**src/rtl/bp_pkg.sv**
```systemverilog
// -----------------------------------------------------------------------------
// bp_pkg
// Shared definitions for the back-propagation weight-update scheduler:
//   - bp_state_e : scheduler FSM states
//   - FRAC_BITS  : fraction bits of the Q8.8 fixed-point format
//   - SAT_MAX/MIN: clamp limits used when BP_SCHED_SATURATE_EN is defined
// -----------------------------------------------------------------------------
package bp_pkg;

    typedef enum logic [1:0] {
        ST_IDLE  = 2'd0,
        ST_RUN   = 2'd1,
        ST_DRAIN = 2'd2,
        ST_DONE  = 2'd3
    } bp_state_e;

    localparam int unsigned FRAC_BITS = 32'd8;
    localparam int          SAT_MAX   = 32'sd32767;
    localparam int          SAT_MIN   = -32'sd32768;

endpackage

```
**src/rtl/bp_mul_pipe.sv**
```systemverilog
// -----------------------------------------------------------------------------
// bp_mul_pipe
// Two-stage Q8.8 multiply pipeline computing lr*err*fc:
//   stage 1 : p1 = (lr * err) >>> 8, fc carried alongside
//   stage 2 : p2 = (p1 * fc)  >>> 8, registered to the output
// Each stage has its own enable and valid bit so the scheduler can freeze it.
// Build option: BP_SCHED_SATURATE_EN clamps each stage result to the signed
// 16-bit range; otherwise the low DATA_W bits are kept (wrap).
// Ports:
//   clk_i, rst_i            clock, asynchronous active-high reset
//   s1_en_i, s2_en_i        per-stage advance enables
//   in_valid_i              operands on lr_i/err_i/fc_i are valid
//   lr_i, err_i, fc_i       signed Q8.8 operands
//   out_valid_o, out_data_o registered stage-2 valid and result
// -----------------------------------------------------------------------------
module bp_mul_pipe
    import bp_pkg::*;
#(
    parameter int DATA_W = 16
) (
    input  logic              clk_i,
    input  logic              rst_i,
    input  logic              s1_en_i,
    input  logic              s2_en_i,
    input  logic              in_valid_i,
    input  logic [DATA_W-1:0] lr_i,
    input  logic [DATA_W-1:0] err_i,
    input  logic [DATA_W-1:0] fc_i,
    output logic              out_valid_o,
    output logic [DATA_W-1:0] out_data_o
);

    localparam int PW = 2 * DATA_W;

`ifdef BP_SCHED_SATURATE_EN
    localparam logic signed [PW-1:0] SAT_HI = PW'(SAT_MAX);
    localparam logic signed [PW-1:0] SAT_LO = PW'(SAT_MIN);
`endif

    // Arithmetic rescale of a full-width product back to Q8.8
    function automatic logic [DATA_W-1:0] rescale(input logic signed [PW-1:0] prod);
        logic signed [PW-1:0] sh;
        sh = prod >>> FRAC_BITS;
`ifdef BP_SCHED_SATURATE_EN
        if (sh > SAT_HI) begin
            return DATA_W'(SAT_MAX);
        end else if (sh < SAT_LO) begin
            return DATA_W'(SAT_MIN);
        end else begin
            return sh[DATA_W-1:0];
        end
`else
        return sh[DATA_W-1:0];
`endif
    endfunction

    logic              s1_valid_q;
    logic [DATA_W-1:0] p1_q;
    logic [DATA_W-1:0] fc1_q;
    logic              s2_valid_q;
    logic [DATA_W-1:0] p2_q;

    logic signed [PW-1:0] prod1_s;
    logic signed [PW-1:0] prod2_s;
    logic [DATA_W-1:0]    p1_d;
    logic [DATA_W-1:0]    p2_d;

    // Sign-extend operands to full product width, multiply and rescale
    always_comb begin
        prod1_s = '0;
        prod2_s = '0;
        prod1_s = $signed({{DATA_W{lr_i[DATA_W-1]}}, lr_i}) *
                  $signed({{DATA_W{err_i[DATA_W-1]}}, err_i});
        prod2_s = $signed({{DATA_W{p1_q[DATA_W-1]}}, p1_q}) *
                  $signed({{DATA_W{fc1_q[DATA_W-1]}}, fc1_q});
        p1_d    = rescale(prod1_s);
        p2_d    = rescale(prod2_s);
    end

    // Stage 1 registers: lr*err product and the fc operand it pairs with
    always_ff @(posedge clk_i or posedge rst_i) begin
        if (rst_i) begin
            s1_valid_q <= 1'b0;
            p1_q       <= '0;
            fc1_q      <= '0;
        end else if (s1_en_i) begin
            s1_valid_q <= in_valid_i;
            p1_q       <= p1_d;
            fc1_q      <= fc_i;
        end
    end

    // Stage 2 registers: final product presented as the write data
    always_ff @(posedge clk_i or posedge rst_i) begin
        if (rst_i) begin
            s2_valid_q <= 1'b0;
            p2_q       <= '0;
        end else if (s2_en_i) begin
            s2_valid_q <= s1_valid_q;
            p2_q       <= p2_d;
        end
    end

    assign out_valid_o = s2_valid_q;
    assign out_data_o  = p2_q;

endmodule

```
**src/rtl/backprop_scheduler.sv**
```systemverilog
// -----------------------------------------------------------------------------
// backprop_scheduler
// Walks every (i,j) pair of an N_IN x N_OUT fully-connected layer, j innermost,
// fetching fc_in[i] and error[j] from external buffers (1-cycle read latency)
// and writing lr*error[j]*fc_in[i] (Q8.8) to weight address i*N_OUT+j.
// Build option: BP_SCHED_SATURATE_EN (see bp_mul_pipe) clamps stage results.
// Ports:
//   clk, rst                 clock, asynchronous active-high reset
//   start, learning_rate     pass request; lr sampled when start is accepted
//   fc_idx/fc_data           FC input buffer read index / returned data
//   err_idx/err_data         error buffer read index / returned data
//   wr_en/wr_addr/wr_data    weight write; completes when wr_ready is high
//   wr_ready                 sink ready; low while wr_en freezes the pipeline
//   busy, done               pass in progress / one-cycle end-of-pass pulse
// -----------------------------------------------------------------------------
module backprop_scheduler
    import bp_pkg::*;
#(
    parameter int N_IN   = 128,
    parameter int N_OUT  = 10,
    parameter int DATA_W = 16
) (
    input  logic                             clk,
    input  logic                             rst,
    input  logic                             start,
    input  logic [DATA_W-1:0]                learning_rate,
    output logic [$clog2(N_IN)-1:0]          fc_idx,
    output logic [$clog2(N_OUT)-1:0]         err_idx,
    input  logic [DATA_W-1:0]                fc_data,
    input  logic [DATA_W-1:0]                err_data,
    output logic                             wr_en,
    output logic [$clog2(N_IN*N_OUT)-1:0]    wr_addr,
    output logic [DATA_W-1:0]                wr_data,
    input  logic                             wr_ready,
    output logic                             busy,
    output logic                             done
);

    localparam int FC_IDX_W  = $clog2(N_IN);
    localparam int ERR_IDX_W = $clog2(N_OUT);
    localparam int ADDR_W    = $clog2(N_IN * N_OUT);

    bp_state_e             state_q;
    logic [FC_IDX_W-1:0]   fc_idx_q;
    logic [ERR_IDX_W-1:0]  err_idx_q;
    logic [ADDR_W-1:0]     wr_addr_q;
    logic [DATA_W-1:0]     lr_q;
    logic                  issue_v_q;   // index pair on fc_idx/err_idx is live
    logic                  fetch_v_q;   // buffer data for that pair is on the bus
    logic                  busy_q;
    logic                  done_q;

    logic                  hold_q;
    logic [DATA_W-1:0]     fc_hold_q;
    logic [DATA_W-1:0]     err_hold_q;

    logic                  stall_s;
    logic                  advance_s;
    logic                  wr_done_s;
    logic                  last_issue_s;
    logic                  last_write_s;
    logic [DATA_W-1:0]     fc_op_s;
    logic [DATA_W-1:0]     err_op_s;

    // Handshake decode, end-of-sequence detection and operand source select
    always_comb begin
        stall_s      = wr_en & ~wr_ready;
        advance_s    = ~stall_s;
        wr_done_s    = wr_en & wr_ready;
        last_issue_s = (fc_idx_q == FC_IDX_W'(N_IN - 1)) &&
                       (err_idx_q == ERR_IDX_W'(N_OUT - 1));
        last_write_s = wr_done_s && (wr_addr_q == ADDR_W'(N_IN * N_OUT - 1));
        // The buffers keep reading the frozen index during a stall, so the
        // fetch-stage operands are taken from the hold copy until released.
        fc_op_s      = hold_q ? fc_hold_q  : fc_data;
        err_op_s     = hold_q ? err_hold_q : err_data;
    end

    // Scheduler FSM with index counters, write address and status outputs
    always_ff @(posedge clk or posedge rst) begin
        if (rst) begin
            state_q   <= ST_IDLE;
            fc_idx_q  <= '0;
            err_idx_q <= '0;
            wr_addr_q <= '0;
            lr_q      <= '0;
            issue_v_q <= 1'b0;
            fetch_v_q <= 1'b0;
            busy_q    <= 1'b0;
            done_q    <= 1'b0;
        end else begin
            done_q <= 1'b0;
            if (advance_s) begin
                fetch_v_q <= issue_v_q;
            end
            if (wr_done_s) begin
                wr_addr_q <= wr_addr_q + ADDR_W'(1);
            end
            case (state_q)
                ST_IDLE: begin
                    if (start) begin
                        state_q   <= ST_RUN;
                        lr_q      <= learning_rate;
                        fc_idx_q  <= '0;
                        err_idx_q <= '0;
                        wr_addr_q <= '0;
                        issue_v_q <= 1'b1;
                        busy_q    <= 1'b1;
                    end
                end
                ST_RUN: begin
                    if (advance_s) begin
                        if (last_issue_s) begin
                            state_q   <= ST_DRAIN;
                            issue_v_q <= 1'b0;
                            fc_idx_q  <= '0;
                            err_idx_q <= '0;
                        end else if (err_idx_q == ERR_IDX_W'(N_OUT - 1)) begin
                            err_idx_q <= '0;
                            fc_idx_q  <= fc_idx_q + FC_IDX_W'(1);
                        end else begin
                            err_idx_q <= err_idx_q + ERR_IDX_W'(1);
                        end
                    end
                end
                ST_DRAIN: begin
                    if (last_write_s) begin
                        state_q <= ST_DONE;
                        busy_q  <= 1'b0;
                        done_q  <= 1'b1;
                    end
                end
                ST_DONE: begin
                    state_q <= ST_IDLE;
                end
                default: begin
                    state_q <= ST_IDLE;
                end
            endcase
        end
    end

    // Capture the in-flight buffer data on the first stalled cycle
    always_ff @(posedge clk or posedge rst) begin
        if (rst) begin
            hold_q     <= 1'b0;
            fc_hold_q  <= '0;
            err_hold_q <= '0;
        end else if (stall_s) begin
            if (!hold_q) begin
                hold_q     <= 1'b1;
                fc_hold_q  <= fc_data;
                err_hold_q <= err_data;
            end
        end else begin
            hold_q <= 1'b0;
        end
    end

    bp_mul_pipe #(
        .DATA_W (DATA_W)
    ) u_mul_pipe (
        .clk_i       (clk),
        .rst_i       (rst),
        .s1_en_i     (advance_s),
        .s2_en_i     (advance_s),
        .in_valid_i  (fetch_v_q),
        .lr_i        (lr_q),
        .err_i       (err_op_s),
        .fc_i        (fc_op_s),
        .out_valid_o (wr_en),
        .out_data_o  (wr_data)
    );

    assign fc_idx  = fc_idx_q;
    assign err_idx = err_idx_q;
    assign wr_addr = wr_addr_q;
    assign busy    = busy_q;
    assign done    = done_q;

endmodule

```
**config.mk**
```make
export PLATFORM = sky130hd
export DESIGN_NAME = backprop_scheduler
export DESIGN_NICKNAME = d
export VERILOG_FILES = /design/src/rtl/bp_pkg.sv /design/src/rtl/bp_mul_pipe.sv /design/src/rtl/backprop_scheduler.sv
export SDC_FILE = /design/constraint.sdc
export NUM_CORES = 1
export LEC_CHECK = 0
export ABC_AREA = 1
export BUFFER_PORTS_ARGS = -buffer_cell sky130_fd_sc_hd__buf_2
export CAP_MARGIN = 40
export CORE_MARGIN = 2
export CORE_UTILIZATION = 57
export CTS_CLUSTER_SIZE = 8
export DETAILED_ROUTE_END_ITERATION = 10
export GPL_TIMING_DRIVEN = 0
export PLACE_DENSITY = 0.74
export SLEW_MARGIN = 25
export SYNTH_ARGS = -nofsm -noshare
export SYNTH_HDL_FRONTEND = slang
export SYNTH_SLANG_ARGS = --single-unit
```
**constraint.sdc**
```tcl
create_clock -name clk -period 14.2 [get_ports clk]
set_input_delay 1.42 -clock clk [delete_from_list [all_inputs] [get_ports clk]]
set_output_delay 1.42 -clock clk [all_outputs]
set_load 0.01 [all_outputs]
```
==> flow_summary.ini, run 1 <==
[run_status]
status = completed

[grt]
grt_max_degree = 92
antenna_found_initial = 2
grt-ovfl-total = 0
grt_pass1_wl_um = 96990
track_usage_pct = 32.44
grt_pass1_vias = 18760

[synthesis]
ys_types = 49
synth.avg_cell_area_um2 = 7.716
synth_area_um2 = 21400
yosysWarnings = 0
synth_seq_cells = 127
syn_inst = 2774
synth_seq_area_share_pct = 14.85
synth_fp_nets = 3346
ys_async_sr_fraction_pct = 100.0
synth_edf_count = 0
synth_top_flop_cell = dfrtp_1

[critical_path]
slowest_delay_ps = 680
crit_fanout = 10
worstSetupPathType = primary input to flip-flop
worstPathArrival_ps = 7880
required_ps = 14520
worstPathCellList = buf_2 > mux2i_2 > clkbuf_1 > nor2_1 > fa_1 > inv_1 > fa_1 > fa_1 > inv_1 > fa_1 > fa_1 > inv_1 > fa_1 > inv_1 > ha_1 > nand2_1 > nor4_1 > nand3_1 > or2_1 > nand2_1 > nand2_1 > nand3_1 > nand2_1
endpoint_kind = flip-flop
startpoint_type = primary input
slowest_stage = mux2i_2
cpMostUsedCell = fa_1

[clock_network]
cts_sinks = 127
clkLatencyLatePin_ps = 440
htreeDepth = 4
cts_resized = 0
cts-root-buf = clkbuf_16
clock_path_buffers = 2
ctsHoldBuffers = 0
cts_setup_buffers = 0
tritoncts = done
cts_buffers = 17
path_clk_slew_ps = 60

[timing]
finalSetupViolations = 0
rsz0062_at_grt = no
max_freq_mhz = 132.3
slew_viol_final = 0
fin_crit_sh_pct = 53.21
period_needed_ps = 7556
timing.final.hold_violations = 0
worstMarginPinSlew_ps = 879.3
max_slew_margin_pct = 40.22
setup_tns_ps = 0
skew_ps = 9.458

[routing]
vias_per_cell = 5.286
drt-wirelength-per-cell_um = 17.36
final_antenna_net_count = 0
drc = 0
first_pass_iters = 7
routed_wl_um = 58570
drtIter0Drc = 1392
vias = 17830

[job]
drv_cap = 0

[placed_design]
gp_congestion = 0.9474
dp_hpwl_um = 48760
io_buffers = 92

[finish]
final_nets = 3462
drive_gt1_share_pct = 6.648
syn_to_final_growth_pct = 8.044
fillers = 3317

[floorplanning]
die_y_um = 197.8
die_area_um2 = 39120
rows = 70
fp.dieW_um = 197.8
start_util_pct = 58.18
io_pins = 93
coreArea_um2 = 36790

[worst_hold_path]
hold_class = flip-flop to flip-flop
==> metrics by stage <==
stage	worst slack, ps	std cells	cell area [um^2]	hold slack, ps	utilization, %
2_1_floorplan	7587	2774	21400	440.0	-
5_1_grt	6428	3371	23120	512.5	62.85
4_1_cts	6810	3371	23120	474.3	62.85
3_5_place_dp	6359	3339	22520	453.3	61.22
3_3_place_gp	6234	3334	22450	457.0	61.03
6_report	6644	3373	23120	476.0	62.86
==> cell type report <==
| cell class | count | area [um^2] | area share [%] |
|---|---|---|---|
| multi-input cells | 1785 | 14960 | 64.68 |
| diodes | 2 | 5.005 | 0.02164 |
| clock inverters | 15 | 173.9 | 0.7521 |
| flip-flops and latches | 127 | 3178 | 13.74 |
| plain buffers | 99 | 407.9 | 1.764 |
| well taps | 468 | 585.6 | 2.532 |
| inverters | 763 | 2872 | 12.42 |
| clock buffers | 17 | 425.4 | 1.840 |
| repair buffers | 97 | 520.5 | 2.251 |
==> cell families after synthesis <==
group	count (synthesis)	share of synthesized area [%]
DFF	127	14.85
muxes	3	0.1403
AOI/OAI and AO/OA	212	5.577
adders and majority gates	520	43.45
and+or+nand+nor	1022	19.55
buffers and inverters	862	15.29
xor gates and xnor gates	28	1.146
==> cell usage in the layout, fill, tap and decap left out, types with 7 or more instances in the layout <==
master and instances:
a21oi_1 57, a31oi_1 14, buf_1 9, buf_2 95
clkbuf_1 83, clkbuf_16 17, clkinv_1 8, dfrtp_1 127
fa_1 372, ha_1 148, inv_1 749, nand2_1 679
nand2_2 13, nand3_1 68, nand4_1 12, nor2_1 187
nor3_1 18, o21ai_0 102, o21bai_1 7, or2_2 14
xnor2_1 17, xor2_1 11
==> routing by layer <==
metal / GRT usage, % / vias to the layer above / wire (um)
li1: - / 8278 / -
met1: 44.07 / 8718 / 24870
met2: 51.12 / 734 / 26090
met3: 9.027 / 99 / 6026
met4: 9.524 / 2 / 1568
met5: 0 / - / 11
==> path summary, 6_finish.rpt <==
check / slack (ps) / startpoint / end / cells past startpoint
setup / recovery: 6640 / err_data[6] / u_mul_pipe.p1_q[14] / 23
hold / removal: 480 / u_mul_pipe.s1_valid_q / u_mul_pipe.out_valid_o / 1
setup reg to reg: 6850 / hold_q / u_mul_pipe.p1_q[14] / 24
hold reg to reg: 480 / u_mul_pipe.s1_valid_q / u_mul_pipe.out_valid_o / 1
max in group asynchronous: 12480 / rst / u_mul_pipe.out_data_o[13] / 3
min in group asynchronous: 940 / rst / busy / 2
==> critical path: cells and delay by family <==
| family | cells | cell delay, ps |
|---|---|---|
| buffers and inverters | 6 | 950 |
| adders and majority gates | 7 | 3340 |
| muxes | 1 | 680 |
| and+or+nand+nor | 9 | 1490 |
==> Yosys cell counts, types with 6 or more instances <==
cell	instances	share of area, %
a21oi_1	57	1.3
a31oi_1	14	0.41
buf_1	9	0.16
clkbuf_1	83	1.5
clkinv_1	8	0.14
dfrtp_1	127	15
fa_1	372	35
ha_1	148	8.7
inv_1	750	13
nand2_1	679	12
nand2_2	13	0.38
nand3_1	68	1.6
nand4_1	12	0.35
nor2_1	187	3.3
nor3_1	18	0.42
nor4_1	6	0.18
o21ai_0	102	2.4
o21bai_1	7	0.25
or2_2	14	0.41
xnor2_1	17	0.70
xor2_1	11	0.45
==> flip-flops by register name, indices dropped and copies added (netlist names), 2 cells and up <==
register,flops
err_hold_q,16
fc_hold_q,16
lr_q,16
u_mul_pipe.fc1_q,16
u_mul_pipe.out_data_o,16
u_mul_pipe.p1_q,16
wr_addr,11
fc_idx,7
err_idx,4
state_q,2
Power of run 1 is not shown: default switching activity piles up to over one toggle a cycle in this logic, so the estimate is an artifact.
==> inputs of run 2 (changes only) <==
==> constraint.sdc (replaced) <==
create_clock -name clk -period 7.45 [get_ports clk]
set_input_delay 0.745 -clock clk [delete_from_list [all_inputs] [get_ports clk]]
set_output_delay 0.745 -clock clk [all_outputs]
set_load 0.01 [all_outputs]
==> flow_summary.ini, run 2 (synthesis gave the netlist of run 1 again) <==
[critical_path]
worst_r2r_path_depth = 25
worstSetupPathType = flip-flop to flip-flop
startpoint_type = flip-flop
crit_fanout = 10
slowest_stage = clkbuf_1
required_ps = 7770
endpoint_kind = flip-flop
crit_family = adder cells
worstPathArrival_ps = 7540
cp-startpoint = hold_q
rr_startpoint = hold_q
path_depth = 25
worstPathBufferInverterCount = 8
slowest_delay_ps = 570
crit_path_end = u_mul_pipe.p1_q[14]
cpMostUsedCell = fa_1
rr_endpoint = u_mul_pipe.p1_q[14]
reg2reg_setup_slack_ps = 240

[timing]
max_freq_mhz = 138.6
timing.final.hold_violations = 0
skew_ps = 7.261
finalSetupViolations = 0
rsz0062_at_grt = no
worstMarginPinSlew_ps = 818.6
slew_viol_final = 0
fin_crit_sh_pct = 96.83
max_slew_margin_pct = 45.43
period_needed_ps = 7214
setup_tns_ps = 0

[routing]
final_antenna_net_count = 0
topRoutingLayerUsed = met5
wl_met1_um = 24890
vias_per_cell = 5.287
first_pass_iters = 7
drtIter0Drc = 1402
drc = 0
drt-wirelength-per-cell_um = 17.38
routed_wl_um = 58610
vias = 17830
wl_met2_um = 26050
met3_length_um = 6016

[floorplanning]
start_util_pct = 58.18
die_y_um = 197.8
coreArea_um2 = 36790
rows = 70
io_pins = 93
die_area_um2 = 39120
fp.dieW_um = 197.8

[clock_network]
htreeDepth = 4
cts-root-buf = clkbuf_16
clkLatencyLatePin_ps = 440
clock_path_buffers = 2
tritoncts = done
cts_setup_buffers = 0
cts_sinks = 127
path_clk_slew_ps = 70
cts_buffers = 17

[grt]
grt_pass1_vias = 18760
grt_max_degree = 92
grt_pass1_wl_um = 96990
antenna_found_initial = 2
track_usage_pct = 32.44
grt-ovfl-total = 0

[run_status]
status = completed

[finish]
final_nets = 3462
syn_to_final_growth_pct = 8.085
final_common_cell = inv_1
mostFrequentLayoutCells = 749 x inv_1, 679 x nand2_1, 372 x fa_1
drive_gt1_share_pct = 6.648

[job]
drv_cap = 0

[placed_design]
gp_congestion = 0.9474
io_buffers = 92
dp_hpwl_um = 48760

[worst_hold_path]
hold_class = primary input to asynchronous set/reset pin
-- run 2: cell count changes in the layout (fill, tap and decap cells not counted) --
cell	before	now
mux2i_2	1	0
mux2i_4	0	1
-- run 2: worst min-delay path by stage --
stage | from | endpoint | slack [ps] | cells after the start
after detailed placement | u_mul_pipe.s1_valid_q | u_mul_pipe.out_valid_o | 450 | 1
after global placement | u_mul_pipe.out_data_o[3] | u_mul_pipe.out_data_o[3] | 460 | 2
after floorplan | u_mul_pipe.s1_valid_q | u_mul_pipe.out_valid_o | 440 | 1
after global routing | rst | busy | 290 | 2
after CTS | rst | busy | 270 | 2
final | rst | busy | 270 | 2
-- run 2: per-layer routing --
metal  up-vias  global-route usage, %
met3       103                  9.027
met2       720                  51.12
met4         2                  9.524
li1       8279                      -
met1      8728                  44.07
met5         -                      0
-- run 2: area by class of cell --
cell class,count,area (um^2)
well taps,468,585.6
flip-flops and latches,127,3178
clock inverters,15,173.9
repair buffers,97,520.5
fillers,3317,13650
clock buffers,17,425.4
plain buffers,99,407.9
inverters,763,2872
multi-input cells,1785,14970
diodes,2,5.005
-- run 2: what timing repair did --
| action | CTS | global route |
|---|---|---|
| hold buffers | 0 | 0 |
| endpoints found under the setup margin | 0 | 5 |
| resized for setup | 0 | 1 |
-- run 2: through the flow --
| step | hold slack (ps) | worst slack, ps | utilization [%] | cell area, um^2 | std cells |
|---|---|---|---|---|---|
| 5_1_grt | 285.7 | 33.27 | 62.87 | 23130 | 3371 |
| 2_1_floorplan | 440.0 | 1457 | - | 21400 | 2774 |
| 6_report | 265.8 | 235.9 | 62.89 | 23130 | 3373 |
| 3_5_place_dp | 453.3 | 284.4 | 61.22 | 22520 | 3339 |
| 4_1_cts | 274.1 | 256.0 | 62.85 | 23120 | 3371 |
| 3_3_place_gp | 457.0 | 140.5 | 61.03 | 22450 | 3334 |
Power of run 2 is left out for the same reason.
